==> src/rtl/ah_xfer_pkg.sv <==
// Shared types and helpers for the grant-to-FIFO transfer stage.
// Holds the requester geometry, the FIFO entry layout and the grant decode functions.
package ah_xfer_pkg;

    localparam int unsigned N   = 32;
    localparam int unsigned DW  = 32;
    localparam int unsigned IDW = 5;

    typedef struct packed {
        logic [IDW-1:0] id;
        logic [DW-1:0]  data;
    } entry_t;

    localparam int unsigned EW = IDW + DW;
    localparam entry_t ENTRY_ZERO = '0;

    // OR-reduction encoder; only meaningful when the input is one-hot.
    function automatic logic [IDW-1:0] onehot_to_bin(input logic [N-1:0] oh);
        logic [IDW-1:0] bin;
        bin = '0;
        for (int i = 0; i < N; i++) begin
            if (oh[i]) begin
                bin = bin | IDW'(i);
            end
        end
        return bin;
    endfunction

    function automatic logic is_onehot(input logic [N-1:0] v);
        return (v != '0) && ((v & (v - N'(1))) == '0);
    endfunction

endpackage

==> src/rtl/ah_sync_fifo.sv <==
// Synchronous first-word fall-through FIFO with occupancy count.
// The head word reads as zero while the FIFO is empty.
module ah_sync_fifo #(
    parameter int unsigned WIDTH = 37,
    parameter int unsigned DEPTH = 4
) (
    input  logic                     clk,
    input  logic                     rst_n,
    input  logic                     push,
    input  logic [WIDTH-1:0]         wdata,
    input  logic                     pop,
    output logic [WIDTH-1:0]         rdata,
    output logic                     full,
    output logic                     empty,
    output logic [$clog2(DEPTH):0]   count
);

    localparam int unsigned AW = $clog2(DEPTH);
    localparam logic [AW:0] FULL_CNT = (AW + 1)'(DEPTH);

    logic [WIDTH-1:0] mem [DEPTH];
    logic [AW-1:0]    wr_ptr_q, wr_ptr_d;
    logic [AW-1:0]    rd_ptr_q, rd_ptr_d;
    logic [AW:0]      count_q, count_d;
    logic             do_push, do_pop;

    assign empty   = (count_q == '0);
    assign full    = (count_q == FULL_CNT);
    assign do_pop  = pop & ~empty;
    // A pop in the same cycle frees the slot the push will use.
    assign do_push = push & (~full | do_pop);

    always_comb begin
        wr_ptr_d = wr_ptr_q;
        rd_ptr_d = rd_ptr_q;
        count_d  = count_q;
        if (do_push) wr_ptr_d = wr_ptr_q + AW'(1);
        if (do_pop)  rd_ptr_d = rd_ptr_q + AW'(1);
        unique case ({do_push, do_pop})
            2'b10:   count_d = count_q + (AW + 1)'(1);
            2'b01:   count_d = count_q - (AW + 1)'(1);
            default: count_d = count_q;
        endcase
    end

    always_ff @(posedge clk or negedge rst_n) begin
        if (!rst_n) begin
            wr_ptr_q <= '0;
            rd_ptr_q <= '0;
            count_q  <= '0;
        end else begin
            wr_ptr_q <= wr_ptr_d;
            rd_ptr_q <= rd_ptr_d;
            count_q  <= count_d;
        end
    end

    always_ff @(posedge clk) begin
        if (do_push) begin
            mem[wr_ptr_q] <= wdata;
        end
    end

    assign rdata = empty ? '0 : mem[rd_ptr_q];
    assign count = count_q;

endmodule

==> src/rtl/ah_grant_xfer_32.sv <==
// Captures the arbiter's one-hot grant winner into a FWFT FIFO, acks the winner,
// counts grants dropped for lack of space and flags malformed grants.
module ah_grant_xfer_32
    import ah_xfer_pkg::*;
#(
    parameter int unsigned DEPTH = 4,
    parameter int unsigned CW    = 8
) (
    input  logic                     clk,
    input  logic                     rst_n,
    input  logic [N-1:0]             gnt,
    input  logic [N*DW-1:0]          req_data,
    output logic [N-1:0]             req_ack,
    output logic                     out_valid,
    input  logic                     out_ready,
    output logic [DW-1:0]            out_data,
    output logic [IDW-1:0]           out_id,
    output logic [$clog2(DEPTH):0]   fifo_cnt,
    output logic [CW-1:0]            drop_cnt,
    output logic                     gnt_err
);

    logic           gnt_valid, gnt_multi;
    logic [IDW-1:0] idx;
    entry_t         wr_entry, head;
    logic           full, empty, pop, push, drop;
    logic [N-1:0]   ack_q, ack_d;
    logic [CW-1:0]  drop_q, drop_d;
    logic           err_q, err_d;

    assign gnt_valid = is_onehot(gnt);
    assign gnt_multi = (gnt != '0) & ~gnt_valid;
    assign idx       = onehot_to_bin(gnt);

    always_comb begin
        wr_entry      = ENTRY_ZERO;
        wr_entry.id   = idx;
        wr_entry.data = req_data[idx*DW +: DW];
    end

    assign pop  = out_valid & out_ready;
    assign push = gnt_valid & (~full | pop);
    assign drop = gnt_valid & full & ~pop;

    always_comb begin
        ack_d  = push ? gnt : '0;
        drop_d = drop_q;
        if (drop && (drop_q != '1)) drop_d = drop_q + CW'(1);
        err_d  = err_q | gnt_multi;
    end

    always_ff @(posedge clk or negedge rst_n) begin
        if (!rst_n) begin
            ack_q  <= '0;
            drop_q <= '0;
            err_q  <= 1'b0;
        end else begin
            ack_q  <= ack_d;
            drop_q <= drop_d;
            err_q  <= err_d;
        end
    end

    ah_sync_fifo #(
        .WIDTH (EW),
        .DEPTH (DEPTH)
    ) u_fifo (
        .clk   (clk),
        .rst_n (rst_n),
        .push  (push),
        .wdata (wr_entry),
        .pop   (pop),
        .rdata (head),
        .full  (full),
        .empty (empty),
        .count (fifo_cnt)
    );

    assign out_valid = ~empty;
    assign out_data  = head.data;
    assign out_id    = head.id;
    assign req_ack   = ack_q;
    assign drop_cnt  = drop_q;
    assign gnt_err   = err_q;

endmodule
==> config.mk <==
export PLATFORM = sky130hd
export DESIGN_NAME = ah_grant_xfer_32
export DESIGN_NICKNAME = d
export VERILOG_FILES = /design/src/rtl/ah_xfer_pkg.sv /design/src/rtl/ah_sync_fifo.sv /design/src/rtl/ah_grant_xfer_32.sv
export SDC_FILE = /design/constraint.sdc
export NUM_CORES = 1
export LEC_CHECK = 0
export CAP_MARGIN = 30
export CORE_AREA = 4 4 437 439
export CTS_BUF_LIST = sky130_fd_sc_hd__clkbuf_2 sky130_fd_sc_hd__clkbuf_4 sky130_fd_sc_hd__clkbuf_8
export DETAILED_ROUTE_END_ITERATION = 7
export DIE_AREA = 0 0 441 443
export DONT_BUFFER_PORTS = 1
export PLACE_DENSITY = 0.3
export SLEW_MARGIN = 20
export SYNTH_ARGS = -nofsm -noshare
export SYNTH_HDL_FRONTEND = slang
export SYNTH_SLANG_ARGS = --single-unit
export TNS_END_PERCENT = 1
==> constraint.sdc <==
create_clock -name clk -period 2.7 [get_ports clk]
set_input_delay 0.27 -clock clk [delete_from_list [all_inputs] [get_ports clk]]
set_output_delay 0.27 -clock clk [all_outputs]
set_load 0.03 [all_outputs]
==> impl.org, run 1 <==
** Synth
- In this run, synthesis inferred 148 flip-flops with an integrated enable.
- Post-synthesis xor/xnor area fraction :: 0.00664
- Most common flop cell mapped by yosys :: sky130_fd_sc_hd__edfxtp_1
- Cells after Synth :: 2528
- Share of synthesized area occupied by flip-flops and latches :: 0.329
- Summed over all instances, the cell type with the most area after synthesis is sky130_fd_sc_hd__edfxtp_1.
- The portion of synthesized area spent on multiplexers is 0.0505.
- The compound-cell area share of the yosys netlist came to 0.122.
- Combinational family with the most area after synthesis :: simple AND/OR/NAND/NOR gates
- In this run the cell area of the synthesized design comes to ~17000 sq um.
- In the synthesized netlist the async set-or-reset flop fraction comes to 0.245.
- Of the total synthesized cell area, the portion taken by AND, OR, NAND and NOR gates is 0.437.
- Distinct cells, synth :: 51
- Of the total synthesized cell area, the portion taken by full adders, half adders and majority gates is 0.00554.
- Of the post-synthesis cell area, the dominant cell type holds 0.259.
- After synthesis, the cell types taking the most area are sky130_fd_sc_hd__edfxtp_1 (26%), sky130_fd_sc_hd__nand2_1 (17%), sky130_fd_sc_hd__nand3_1 (11%), sky130_fd_sc_hd__dfrtp_1 (7.0%), sky130_fd_sc_hd__nor2_1 (5.9%).
- Post-synthesis average cell area :: 6.79 sq um
- YS warnings :: 0
- The synthesized design contains 196 register bits.
- Synthesized Nets :: between 3000 and 4000

** GRT
- Maximum number of pins on one net before global-route repair :: 67
- First-pass GRT wire length :: ~210000 um
- Global routing finished with a remaining overflow of 0.
- Gr usage total :: 0.162
- The initial antenna violation count came to 62.
- The number of global-route vias before repair was 21408.

** Critical path
- The startpoint identified for the worst register-to-register timing path is u_fifo.count[0].
- Required time at the worst-slack endpoint :: 2.98 ns
- Along the worst path, the maximum fanout reaches 20.
- In this run the worst setup path begins at gnt[6].
- Counting both buffers and inverters, the worst setup path holds a total of 3.
- In this design, the critical path's most frequently occurring cell is sky130_fd_sc_hd__or4_4.
- CP Data Arrival Time :: 3.29 ns
- Worst path depth :: 11
- The signal on the critical path passes through or4_4 -> or4_4 -> or4_4 -> a21oi_2 -> and4_1 -> nand4_1 -> nor3b_4 -> buf_4 -> buf_6 -> and2_4 -> buf_12.
- The number of cells on the worst reg-to-reg path is 9.
- Kind of launch point of the worst setup path :: input port
- Crit end category :: register
- The kind of cell with the highest combined delay along the critical path is simple AND/OR/NAND/NOR gates.
- By startpoint and endpoint, the worst setup path is classified as input port to register.
- In this design, the stage delay of the slowest critical-path cell is 0.53 ns.
- Among all stages on the critical path, the largest delay is contributed by sky130_fd_sc_hd__or4_4.
- The worst register-to-register path has a setup slack of 0.22 ns.

** Cells and area
- Cell area after layout :: 25200 sq um
- # nets final :: 3884
- Most used cells in the layout excluding fill and tap cells :: sky130_fd_sc_hd__nand2_1 (784), sky130_fd_sc_hd__nand3_1 (382), sky130_fd_sc_hd__buf_4 (372), sky130_fd_sc_hd__nor2_1 (253), sky130_fd_sc_hd__a21oi_1 (176)
- The area growth from synthesis to layout is 47.1%.
- Most common cell after layout, fill and taps aside :: sky130_fd_sc_hd__nand2_1
- Utilization after layout :: 0.135
- Of the cells placed in the final design, the portion with a size suffix greater than 1 is 0.236.
- Number of filler instances in the final layout :: 21716

** Routing
- In the detailed route, the total length drawn on met2 is 83500 um.
- For this block, wires on met1 add up to 66800 um.
- After detailed routing, the met3 layer carries 11600 um of wire.
- The final layout contains routed wiring with a total length of 166000 um.
- For this run, design rule violations remaining after detail routing come to 0.
- Top layer reached by signal wires :: met5
- The detailed router finished its first iteration with 1904 violations.
- Detailed routing inserted a total of 21009 vias.
- The pre-antenna-repair detailed-routing pass consisted of 5 iterations.
- The detail route stage leaves a number of antenna-violating nets equal to 0.
- Dividing the detail-routed wire length by the instance count gives 31.0 um.
- Dividing the detail-routed via count by the number of cells gives 3.93.

** Timing
- The final hold violation count was 0.
- Slew Limit Fails :: 0
- Least-Margin Pin Slew :: 0.798 ns
- In the post-route analysis, the smallest setup slack over all paths is -0.309 ns.
- Final-report setup violation count :: approximately 160
- Unrepaired setup endpoints after global routing :: yes
- In the finished design, the share of the clock period the worst path needs comes to 1.11.
- Headroom to the max-slew limit came out at 0.465.
- Post-route minimum period :: between 3 and 4 ns
- Clock Skew :: 0.0268 ns
- Timing would allow up to 332 MHz.

** Hold path
- The worst hold path begins at gnt[29].
- The worst hold path was traced through 4 stages.
- Worst hold path type :: input port to register

** Power
- Across the VDD grid, the largest voltage drop is slightly above 0.4 mV.
- Leakage :: 9.44 nW
- Power density over the cells :: 364 nW/um^2

** Placement
- Input/output buffers :: 0
- Summed over all nets, the half-perimeter wirelength after detailed placement is approximately 150000 um.
- Once placement finished, the instance area stood at 23600 sq um.
- Global placer's final weighted congestion :: around 0.94

** Clocking
- The tree is rooted in a sky130_fd_sc_hd__clkbuf_8.
- Clock tree synthesis inserted a total of 17 buffers.
- Clock Pin Slew Worst Setup and Hold Paths :: about 0.14 ns
- Clock tree synthesis found a total of 196 sinks.
- Clock buffer depth :: 2
- Clock latency on the worst-skew pair :: 0.60 ns
- In this run the number of H-tree levels came out at 4.
- TritonCTS built the clock tree.

** Die
- Measured along the y axis, the die boundary spans around 440 um.
- 1141 I/O pins were placed.
- The die covers a little under 200000 sq um.
- For this configuration, the core starts out at a cell density of 0.0916.
- Measured along the x axis, the die boundary spans 441 um.
- The core region is 187000 sq um.
- Row generation in the floorplan step produced 159 rows.

** Run
- The tool flagged a number of max-cap violations equal to 0.

** Status
- Run status :: complete, but fails checks
- Violated checks :: negative setup slack
-- registers in the layout (all words and copies together) (netlist names) --
register and cells:
u_fifo.mem 148, u_fifo.rd_ptr_q 2, u_fifo.count 3, u_fifo.wr_ptr_q 2, req_ack 32, drop_cnt 8, gnt_err 1
-- worst min-delay path: stages --
cell,delay [ns]
sky130_fd_sc_hd__o21a_1,0.11
sky130_fd_sc_hd__nor2_1,0.05
sky130_fd_sc_hd__nand4_1,0.13
sky130_fd_sc_hd__or2_2,0.13
-- what timing repair did --
item	4_1_cts	5_1_grt
gates resized for setup	143	52
setup buffers	0	1
pin swaps	15	8
hold buffers	35	0
endpoints found under the setup margin	320	318
hold endpoints to repair	82	0
-- logic make-up after synthesis --
kind of cell | count (synthesis)
xor gates and xnor gates | 13
AOI/OAI and AO/OA | 350
muxes | 40
and+or+nand+nor | 1699
buffers and inverters | 223
adders and majority gates | 7
DFF | 196
-- stage by stage --
step                      setup WS, ns  hold WS, ns  TNS (ns)  std cells  total power, mW
final                           -0.309        0.129    -39.82       5344             9.19
after global routing            -0.407        0.138    -56.32       5335             9.65
after CTS                       -0.233       0.0721    -26.54       5325             9.44
after detailed placement         -1.48      -0.0242   -299.01       5258             6.90
after global placement           -1.78      -0.0241   -337.78       5257             6.91
after floorplan                 -0.866      -0.0256   -147.77       2528             5.52
-- cell usage after synthesis, drive strengths merged (2+ instances only) --
cell / number
o22ai: 33
nor2: 270
nand4: 7
nor4: 44
ha: 6
inv: 12
xnor2: 4
mux2: 2
and3: 6
a211oi: 64
a31oi: 3
nand3: 385
xor2: 9
edfxtp: 148
o21ai: 9
a22oi: 32
o31ai: 4
or4: 10
nand2: 788
o21a: 3
and2: 137
nor3: 39
o41ai: 2
a2111oi: 2
a21oi: 193
buf: 35
clkbuf: 176
or3: 6
and4: 2
mux4: 37
dfrtp: 48
-- layer usage --
layer / vias up / global-route usage
met4: 26 / 0.0274
met3: 159 / 0.0367
met5: - / 0
met2: 1036 / 0.290
met1: 10438 / 0.199
li1: 9350 / -
-- cell type report --
class | instances | area (sq um) | area share
multi-input cells | 2109 | 11400 | 0.453
flip-flops and latches | 196 | 5650 | 0.224
repair buffers | 482 | 4520 | 0.179
well taps | 2495 | 3120 | 0.124
clock buffers | 17 | 234 | 0.00927
clock inverters | 15 | 183 | 0.00724
inverters | 12 | 60.1 | 0.00238
diodes | 18 | 45.0 | 0.00178
-- final timing paths --
path | to
max in group asynchronous | u_fifo.rd_ptr_q[0]
worst max-delay path | u_fifo.mem[3][6]
min in group asynchronous | gnt_err
worst min register to register | u_fifo.wr_ptr_q[1]
worst max register to register | u_fifo.count[2]
worst min-delay path | gnt_err
-- report_power, final --
part           internal [mW]  leakage, nW  switching [mW]  total (mW)
sequential              3.28         2.03          0.0763        3.36
clock                  0.793        0.207            1.34        2.14
combinational           1.37         7.20            2.32        3.70
No activity file was read; power rests on OpenSTA's default activity.
==> run 2: changes to the inputs <==
==> constraint.sdc (replaced) <==
create_clock -name clk -period 3.8 [get_ports clk]
set_input_delay 0.38 -clock clk [delete_from_list [all_inputs] [get_ports clk]]
set_output_delay 0.38 -clock clk [all_outputs]
set_load 0.03 [all_outputs]
==> run 2 against run 1 <==
The flow now finishes without violations. Largest cell class unchanged. Register-to-register slack improved by 0.86 ns. First-iteration DRC count fell by 4.9%. Hold slack improved by 0.016 ns. Critical endpoint is now u_fifo.mem[3][18]. Clock power fell by 32%.
==> impl.org, run 2 (synthesis results as in run 1) <==
** Status
- The run finished with clean final reports.

** Critical path
- Required time at the worst-slack endpoint :: 4.05 ns
- On the critical path, the stage with the largest delay is an instance of sky130_fd_sc_hd__nor4_1.
- Traced cell by cell, the critical path runs through or4_1 -> or3_1 -> nor2_1 -> inv_1 -> buf_4 -> nand2_2 -> buf_12 -> a21oi_1 -> nor2_1 -> a22oi_1 -> nor4_1.
- Together, buffers and inverters on the worst path number 3.
- The most numerous cell type found on the critical path is sky130_fd_sc_hd__nor2_1.
- Highest net fanout along the worst path :: 13
- Delay-heaviest family, CP :: simple AND/OR/NAND/NOR gates
- CP Data Arrival Time :: 3.77 ns
- Kind of launch point of the worst setup path :: input port
- Crit end category :: register
- Start-to-end type of the worst setup path :: input port to register
- CP max stage delay :: 0.95 ns

** Die
- In this run the count of I/O pins placed on the die edge is 1141.
- The die covers 195000 sq um.
- Site Rows :: 159
- Core Area :: around 190000 sq um
- Y dimension of the die :: roughly 440 um
- In this run the horizontal extent of the chip is 441 um.
- For this configuration, the core starts out at a cell density of 0.0916.

** GRT
- Met2 usage :: 0.296
- The initial antenna violation count is 62.
- The first global-routing pass estimated between 200000 and 250000 um of wire.
- Across every metal layer, demand over resource in global routing totals 0.164.
- The number of global-route vias before repair came to 20737.
- In the global route stage, met3 resource usage came out at 0.0387.
- Layer with the highest usage after global routing :: met2
- Entering global routing, the biggest net connects 73 pins.
- Total congestion overflow after global routing :: 0
- For this run, global-route usage on met1 was measured as 0.198.

** Power
- The design draws 6.27 mW.
- In this run the static leakage power is between 8 and 9 nW.
- Power density over the cells :: between 200 and 300 nW/um^2
- Worst supply voltage drop on vdd :: 0.273 mV

** Clocking
- Clock Pin Slew Worst Setup and Hold Paths :: between 0.1 and 0.15 ns
- Clock net sink count :: 196
- The clock passes through at most 2 buffers.
- The number of clock buffers added by TritonCTS is 17.
- Clock latency on the worst-skew pair :: 0.59 ns
- In this run the clock root is driven by a sky130_fd_sc_hd__clkbuf_8.
- TritonCTS clock tree :: built
- Level count of the clock H-tree :: 4

** Timing
- Final critical-path share of the clock period :: 0.927
- The count of final max-slew check failures is 0.
- Derived from the worst setup path, the maximum achievable clock frequency is 284 MHz.
- The smallest clock period supported by the final layout is computed as 3.52 ns.
- Clock Skew :: roughly 0.027 ns
- Final Hold Viols :: 0
- In this run the tightest slew margin relative to its limit is 0.272.
- Setup repair after global routing left no endpoint under its margin.
- Least-Margin Pin Slew :: 1.08 ns
- Final-report setup violation count :: 0

** Cells and area
- Largest register by flop count :: u_fifo.mem
- Leaving out fill and tap cells, the most frequent cell in the layout is sky130_fd_sc_hd__nand2_1.
- Most used cells in the layout excluding fill and tap cells :: sky130_fd_sc_hd__nand2_1 (784), sky130_fd_sc_hd__nand3_1 (385), sky130_fd_sc_hd__nor2_1 (270), sky130_fd_sc_hd__buf_4 (227), sky130_fd_sc_hd__a21oi_1 (193)
- The area growth from synthesis to layout is 33.7%.
- Once layout is complete, the utilization of the core stands at 0.123.
- Share of cells above drive strength 1 :: 0.138
- The net count of the finished layout is 3708.
- The register with the most flip-flops in the layout has 148 of them.

** Routing
- Dividing the detail-routed via count by the number of cells gives 3.92.
- For this run, the detailed router's first-pass iteration total came to 6.
- Vias after detailed routing :: 20277
- The routed design has between 150000 and 200000 um of wire.
- Initial detailed-routing violation count :: roughly 1800
- The count of nets left with antenna violations once routing finished came out at 0.
- Wire length per cell after detailed routing :: 32.4 um
- DRC errors left :: 0

** Hold path
- Worst hold path type :: input port to register

** Placement
- Input/output buffers :: 0
- Global placer's final weighted congestion :: 0.922
- DP HPWL :: 147000 um

** Run
- Max-cap violations in this run came to 0.
## run 2: cell types whose count changed in the layout (fill, tap and decap cells not counted), sizes merged
cell / change
clkinv: +2
clkinvlp: -2
inv: +1
dlygate4sd3: -1
buf: -175
bufinv: -1
## run 2: worst paths after layout
| path | start | endpoint | slack, ns | depth (start not counted) |
|---|---|---|---|---|
| setup / recovery | gnt[10] | u_fifo.mem[3][18] | 0.28 | 11 |
| hold / removal | out_ready | u_fifo.rd_ptr_q[0] | 0.14 | 2 |
| setup reg to reg | u_fifo.count[0] | u_fifo.count[2] | 1.08 | 9 |
| hold reg to reg | u_fifo.wr_ptr_q[1] | u_fifo.wr_ptr_q[1] | 0.58 | 1 |
| max in group asynchronous | rst_n | u_fifo.rd_ptr_q[0] | 3.07 | 2 |
| min in group asynchronous | rst_n | req_ack[10] | 0.40 | 2 |
## run 2: per-layer routing
metal  vias to the layer above  wire [um]
li1                       8987          -
met1                     10142      67600
met2                       984      86000
met3                       134      11100
met4                        30       2760
met5                         -        189
## run 2: worst reg2reg max path: cells and delay by family (launching register included)
kind                     cells  cell delay, ns
AND/OR/NAND/NOR              3            1.09
flip-flops                   1            0.57
adder cells (fa/ha/maj)      2            0.54
XOR/XNOR                     2            0.32
buffers and inverters        2            0.14
## run 2: report_power, final
group / total [mW] / internal, mW / leakage, nW / switching [mW]
sequential: 2.57 / 2.33 / 2.03 / 0.237
combinational: 2.25 / 0.752 / 6.07 / 1.49
clock: 1.46 / 0.498 / 0.199 / 0.962
## run 2: what timing repair did
action | in CTS | in global routing
setup buffers | 0 | 0
endpoints found under the hold margin | 80 | 0
resized for setup | 1 | 0
hold buffers | 34 | 0
setup endpoints to repair | 4 | 0
## run 2: final cells by class
class | count | area [sq um]
fillers | 21910 | 164000
multi-input cells | 2109 | 10700
flip-flops and latches | 196 | 5650
well taps | 2495 | 3120
repair buffers | 306 | 2950
clock buffers | 17 | 234
clock inverters | 15 | 156
inverters | 12 | 60.1
diodes | 18 | 45.0
## run 2: per-stage QoR
| stage | TNS [ns] | worst slack [ns] | cell area (sq um) | instances | hold WS (ns) |
|---|---|---|---|---|---|
| after floorplan | -36.53 | -0.329 | 17200 | 2528 | 0.0844 |
| final | 0 | 0.279 | 22900 | 5168 | 0.145 |
| after global routing | 0 | 0.0735 | 22900 | 5159 | 0.124 |
| after global placement | -69.85 | -0.900 | 22100 | 5082 | 0.0859 |
| after detailed placement | -45.99 | -0.784 | 22100 | 5084 | 0.0860 |
| after CTS | 0 | 0.197 | 22900 | 5150 | 0.0682 |
